`src/rtl/uart_receiver_if.sv`:
```
// RX-FIFO side of the UART receiver: byte/write strobe, FIFO full, error pulses, busy.
interface uart_receiver_if #(
   parameter int DATA_BITS = 8
);
   logic [DATA_BITS-1:0] data_out;
   logic                 fifo_wr_en;
   logic                 full;
   logic                 frame_err;
   logic                 parity_err;
   logic                 overrun_err;
   logic                 busy;

   modport master (
      output data_out, fifo_wr_en, frame_err, parity_err, overrun_err, busy,
      input  full
   );

   modport slave (
      input  data_out, fifo_wr_en, frame_err, parity_err, overrun_err, busy,
      output full
   );
endinterface

```
`src/rtl/uart_receiver.sv`:
```
// Oversampling UART receiver: start-bit validation, LSB-first data, optional parity,
// stop-bit check, and a one-cycle write strobe into the RX FIFO.
module uart_receiver #(
   parameter int CLKS_PER_BIT = 16,
   parameter int DATA_BITS    = 8,
   parameter int PARITY_EN    = 0,
   parameter int PARITY_ODD   = 0
) (
   input  logic            clk,
   input  logic            rst_n,
   input  logic            rxd,
   uart_receiver_if.master rx
);
   localparam int CW   = $clog2(CLKS_PER_BIT);
   localparam int BW   = $clog2(DATA_BITS + 1);
   localparam int HALF = CLKS_PER_BIT / 2;

   localparam logic [CW-1:0] HALF_LAST = CW'(HALF - 1);
   localparam logic [CW-1:0] BIT_LAST  = CW'(CLKS_PER_BIT - 1);
   localparam logic [BW-1:0] DATA_LAST = BW'(DATA_BITS - 1);
   localparam logic          ODD       = (PARITY_ODD != 0);
   localparam logic          PEN       = (PARITY_EN != 0);

   typedef enum logic [2:0] {IDLE, START, DATA, PARITY, STOP, BRK} state_t;

   state_t               state, state_nx;
   logic                 sync1, rx_s;
   logic [CW-1:0]        clk_cnt, clk_nx;
   logic [BW-1:0]        bit_cnt, bit_nx;
   logic [DATA_BITS-1:0] shift, shift_nx;
   logic [DATA_BITS-1:0] data_q, data_nx;
   logic                 pbad, pbad_nx;
   logic                 wr_q, wr_nx;
   logic                 fe_q, fe_nx;
   logic                 pe_q, pe_nx;
   logic                 oe_q, oe_nx;
   logic                 mid;

   // rxd is asynchronous; nothing downstream looks at it before the second flop
   always_ff @(posedge clk or negedge rst_n) begin
      if (!rst_n) begin
         sync1 <= 1'b1;
         rx_s  <= 1'b1;
      end else begin
         sync1 <= rxd;
         rx_s  <= sync1;
      end
   end

   always_ff @(posedge clk or negedge rst_n) begin
      if (!rst_n) begin
         state   <= IDLE;
         clk_cnt <= '0;
         bit_cnt <= '0;
         shift   <= '0;
         data_q  <= '0;
         pbad    <= 1'b0;
         wr_q    <= 1'b0;
         fe_q    <= 1'b0;
         pe_q    <= 1'b0;
         oe_q    <= 1'b0;
      end else begin
         state   <= state_nx;
         clk_cnt <= clk_nx;
         bit_cnt <= bit_nx;
         shift   <= shift_nx;
         data_q  <= data_nx;
         pbad    <= pbad_nx;
         wr_q    <= wr_nx;
         fe_q    <= fe_nx;
         pe_q    <= pe_nx;
         oe_q    <= oe_nx;
      end
   end

   assign mid = (clk_cnt == BIT_LAST);

   always_comb begin
      state_nx = state;
      clk_nx   = clk_cnt;
      bit_nx   = bit_cnt;
      shift_nx = shift;
      data_nx  = data_q;
      pbad_nx  = pbad;
      wr_nx    = 1'b0;
      fe_nx    = 1'b0;
      pe_nx    = 1'b0;
      oe_nx    = 1'b0;
      case (state)
         IDLE: begin
            if (!rx_s) begin
               state_nx = START;
               clk_nx   = '0;
            end
         end
         START: begin
            // half a bit in: a line that is high again was only a glitch
            if (clk_cnt == HALF_LAST) begin
               clk_nx = '0;
               if (rx_s) begin
                  state_nx = IDLE;
               end else begin
                  bit_nx   = '0;
                  pbad_nx  = 1'b0;
                  state_nx = DATA;
               end
            end else begin
               clk_nx = clk_cnt + 1'b1;
            end
         end
         DATA: begin
            if (mid) begin
               // right shift: the first bit received ends up in bit 0
               shift_nx = {rx_s, shift[DATA_BITS-1:1]};
               clk_nx   = '0;
               bit_nx   = bit_cnt + 1'b1;
               if (bit_cnt == DATA_LAST) state_nx = PEN ? PARITY : STOP;
            end else begin
               clk_nx = clk_cnt + 1'b1;
            end
         end
         PARITY: begin
            if (mid) begin
               pbad_nx  = (rx_s != ((^shift) ^ ODD));
               clk_nx   = '0;
               state_nx = STOP;
            end else begin
               clk_nx = clk_cnt + 1'b1;
            end
         end
         STOP: begin
            if (mid) begin
               clk_nx = '0;
               if (!rx_s) begin
                  fe_nx    = 1'b1;
                  state_nx = BRK;
               end else if (pbad) begin
                  pe_nx    = 1'b1;
                  state_nx = IDLE;
               end else if (rx.full) begin
                  oe_nx    = 1'b1;
                  state_nx = IDLE;
               end else begin
                  data_nx  = shift;
                  wr_nx    = 1'b1;
                  state_nx = IDLE;
               end
            end else begin
               clk_nx = clk_cnt + 1'b1;
            end
         end
         BRK: begin
            // a held-low line must not be decoded as a stream of zero frames
            if (rx_s) state_nx = IDLE;
         end
         default: state_nx = IDLE;
      endcase
   end

   assign rx.data_out    = data_q;
   assign rx.fifo_wr_en  = wr_q;
   assign rx.frame_err   = fe_q;
   assign rx.parity_err  = pe_q;
   assign rx.overrun_err = oe_q;
   assign rx.busy        = (state != IDLE);
endmodule

```
`src/flat_wrapper.sv`:
```
// flat-port wrapper written by rule: the top's interface ports become plain ports
module uart_receiver_flat 
#(
   parameter int CLKS_PER_BIT = 16,
   parameter int DATA_BITS    = 8,
   parameter int PARITY_EN    = 0,
   parameter int PARITY_ODD   = 0
)
  (clk, rst_n, rxd, rx_data_out, rx_fifo_wr_en, rx_frame_err, rx_parity_err, rx_overrun_err, rx_busy, rx_full);
  uart_receiver_if #(.DATA_BITS(DATA_BITS)) rx_i ();
  input  logic clk;
  input  logic rst_n;
  input  logic rxd;
  output wire logic [$bits(rx_i.data_out)-1:0] rx_data_out;
  output wire logic [$bits(rx_i.fifo_wr_en)-1:0] rx_fifo_wr_en;
  output wire logic [$bits(rx_i.frame_err)-1:0] rx_frame_err;
  output wire logic [$bits(rx_i.parity_err)-1:0] rx_parity_err;
  output wire logic [$bits(rx_i.overrun_err)-1:0] rx_overrun_err;
  output wire logic [$bits(rx_i.busy)-1:0] rx_busy;
  input wire logic [$bits(rx_i.full)-1:0] rx_full;
  assign rx_data_out = rx_i.data_out;
  assign rx_fifo_wr_en = rx_i.fifo_wr_en;
  assign rx_frame_err = rx_i.frame_err;
  assign rx_parity_err = rx_i.parity_err;
  assign rx_overrun_err = rx_i.overrun_err;
  assign rx_busy = rx_i.busy;
  assign rx_i.full = rx_full;
  uart_receiver #(.CLKS_PER_BIT(CLKS_PER_BIT), .DATA_BITS(DATA_BITS), .PARITY_EN(PARITY_EN), .PARITY_ODD(PARITY_ODD)) u_core (.clk(clk), .rst_n(rst_n), .rxd(rxd), .rx(rx_i));
endmodule
```
`config.mk`:
```
export PLATFORM = sky130hd
export DESIGN_NAME = uart_receiver_flat
export DESIGN_NICKNAME = d
export VERILOG_FILES = /design/src/rtl/uart_receiver_if.sv /design/src/rtl/uart_receiver.sv /design/src/flat_wrapper.sv
export SDC_FILE = /design/constraint.sdc
export NUM_CORES = 1
export LEC_CHECK = 0
export ABC_CLOCK_PERIOD_IN_PS = 2710
export CORE_MARGIN = 2
export CORE_UTILIZATION = 59
export DETAILED_ROUTE_END_ITERATION = 7
export HOLD_SLACK_MARGIN = 0.05
export PLACE_DENSITY = 0.82
export REMOVE_ABC_BUFFERS = 1
export SYNTH_ARGS = -nofsm -noshare
export SYNTH_HDL_FRONTEND = slang
export SYNTH_SLANG_ARGS = --single-unit
```
`constraint.sdc`:
```
create_clock -name clk -period 2.71 [get_ports clk]
set_input_delay 0.271 -clock clk [delete_from_list [all_inputs] [get_ports clk]]
set_output_delay 0.271 -clock clk [all_outputs]
set_load 0.05 [all_outputs]
```
==> results.cfg <==
[status]
status = complete, no violations

[hold_path]
min_path_type = input pin to asynchronous set/reset pin

[layout]
insertedDiodeCount = 0
final_util_pct = 74.85
fin_area_um2 = 1888
fin_cells = 180
syn_to_final_growth_pct = 17.71
fin_nets = 155
layout-drive-gt1-share_pct = 22.00

[synth]
ys_warn_count = 0
synth-async-reset-ratio_pct = 100.0
yosysTopAreaCell = dfrtp_1
synth-seq-cells = 34
ys_seq_area_share_pct = 53.20
syn-instance-count = 130
synth_area_um2 = 1604
synthDominantCellAreaShare_pct = 49.92
yosys-top-cells-area = dfrtp_1 (50%), mux2_2 (11%), xnor2_1 (3.8%), dfstp_2 (3.3%), a2111oi_4 (1.7%)
ys.flop_type = dfrtp_1
synth_commonest_cells = dfrtp_1 (32), mux2_2 (15), nand2_1 (7), xnor2_1 (7)
synth.most_common_cell = dfrtp_1
syn_avg_cell_area_um2 = 12.34
synth_cell_types = 43
synth_edf_count = 0

[power_and_ir_drop]
peakVddDrop_mv = 0.6535
leakage_uw = 0.0008444
p_per_area_nw_per_um2 = 810.5

[drt]
postRouteAntennaNets = 0
dr.pass1.iters = 4
wl_per_cell_um = 15.34
viasPerCell = 6.033
post-route-drc-count = 0
drtIter0Drc = 18
routed_wl_mm = 2.761
vias = 1086

[sta]
setup_viol = 0
timing_hold_violations_final = 0
rsz0062_at_grt = false
skew_ns = 0.01267
max_freq_mhz = 429.1
worstMarginPinSlew_ns = 0.6521
finalCritPeriodShare_pct = 86.00
setup_tns_ns = 0
finalMaxSlewViolations = 0
holdWs_ns = 0.3055
finalCriticalPeriod_ns = 2.330
maxSlewHeadroom_pct = 56.53

[clocking]
post-cts-setup-buffer-count = 0
max-clock-path-buffers = 2
cts-buffers-inserted = 5
htree_levels = 2
path_clk_slew_ns = 0.11
ctsResizeCount = 0
worstSkewPairLatency_ns = 0.35
cts_tree = built
clock-sinks = 34
postCtsHoldBufs = 0
root_buffer = clkbuf_4

[floorplanning]
dieArea_um2 = 3152
rows = 18
die-width_um = 56.14
die_y_um = 56.14
core-area_um2 = 2522
start_util_pct = 63.59
ios = 17

[critical_path]
rr_startpoint = u_core.clk_cnt[0]$_DFFE_PN0P_
reg2reg_slack_ns = 0.66
cp_max_fo = 13
crit_type = flop to primary output
crit_path_start_kind = flop
cp.arrival_ns = 2.06
ff2ff_path_depth = 5
reg2reg_to = u_core.state[1]$_DFFE_PN0P_
endpoint_kind = primary output
cp.required_ns = 2.44

[placement]
hpwlAfterDp_mm = 1.894
portBuffers = 16
gp_congestion = 0.7843
place_area_um2 = 1782
dpl.cell_count = 172

[grt]
grt_pass1_wl_mm = 4.719
grt_pass1_vias = 1066
grt_max_degree = 35
antenna_found_initial = 0
grt_overflow = 0
grt_usage_pct = 19.67

[flow_run]
maxCapViolCount = 0
cell type report:
| class | instances | area (um2) |
|---|---|---|
| multi-input combinational | 88 | 711.9 |
| clock buffer | 5 | 37.54 |
| tap | 30 | 37.54 |
| inverter | 3 | 11.26 |
| fill | 156 | 634.4 |
| clock inverter | 3 | 68.82 |
| sequential | 34 | 853.3 |
| timing repair buffer | 17 | 167.7 |
cells in the final DEF, fill, tap and decap left out, types with 2 or more instances in the layout:
cell type / n
nand3_1: 4
nand3b_1: 2
and3_1: 2
bufinv_16: 2
clkbuf_4: 5
dfstp_2: 2
xor2_1: 2
ha_1: 2
a221oi_1: 2
o31ai_1: 3
xnor2_1: 7
mux2_2: 15
nor2_1: 5
nand2b_1: 4
clkdlybuf4s50_1: 16
nand2_1: 7
o21ai_0: 5
dfrtp_1: 32
a32o_1: 2
a21oi_1: 4
inv_1: 3
how the worst max path moves through the flow:
stage	start	to	slack (ns)	depth (start not counted)
finish	u_core.state[0]$_DFFE_PN0P_	rx_busy	0.38	2
global route	u_core.state[0]$_DFFE_PN0P_	rx_busy	0.30	2
CTS	u_core.state[1]$_DFFE_PN0P_	rx_busy	0.37	2
detailed placement	u_core.clk_cnt[0]$_DFFE_PN0P_	u_core.state[1]$_DFFE_PN0P_	0.72	5
global placement	u_core.state[0]$_DFFE_PN0P_	rx_busy	0.79	2
floorplan	u_core.clk_cnt[3]$_DFFE_PN0P_	u_core.bit_cnt[2]$_DFFE_PN0P_	0.94	4
critical path, cell delays in order, from the launching register on:
cell and delay, ns:
dfrtp_1 0.52, or3_1 0.47, clkdlybuf4s50_1 0.73
sequential cells by signal (all words and copies together) (netlist names):
name / flops
u_core.rx.data_out: 8
u_core.shift: 8
u_core.bit_cnt: 4
u_core.clk_cnt: 4
u_core.state: 3
u_core.pbad: 1
u_core.rx.fifo_wr_en: 1
u_core.rx.frame_err: 1
u_core.rx.overrun_err: 1
u_core.rx.parity_err: 1
u_core.rx_s: 1
u_core.sync1: 1
power by group:
group	internal [uW]	switching, uW	total [uW]
registers	589	102	691
logic	199	170	369
clock network	289	182	470
per-stage QoR:
stage	power, uW	setup WS (ns)
finish	1530	0.3795
global route	1616	0.2961
CTS	1541	0.3731
detailed placement	1069	0.7217
global placement	1040	0.7873
floorplan	974.4	0.9370
routing by layer:
layer	wire length, um	global-route usage (%)	vias to the layer above	share of wire (%)
met5	0	0	-	0
met2	1319	30.59	35	48
li1	-	-	514	-
met3	106	5.349	12	3.8
met4	85	11.90	0	3.1
met1	1249	24.35	525	45
kinds of logic after synthesis:
| kind of cell | count (synthesis) | synth area share (%) |
|---|---|---|
| buffers and inverters | 8 | 2.418 |
| XOR/XNOR | 10 | 6.318 |
| AND/OR/NAND/NOR | 37 | 14.20 |
| adder cells (fa/ha/maj) | 2 | 1.560 |
| flip-flops | 34 | 53.20 |
| multiplexers | 15 | 10.53 |
| AO/OA/AOI/OAI | 24 | 11.78 |
Note: power is estimated with default switching activity, not from simulation.
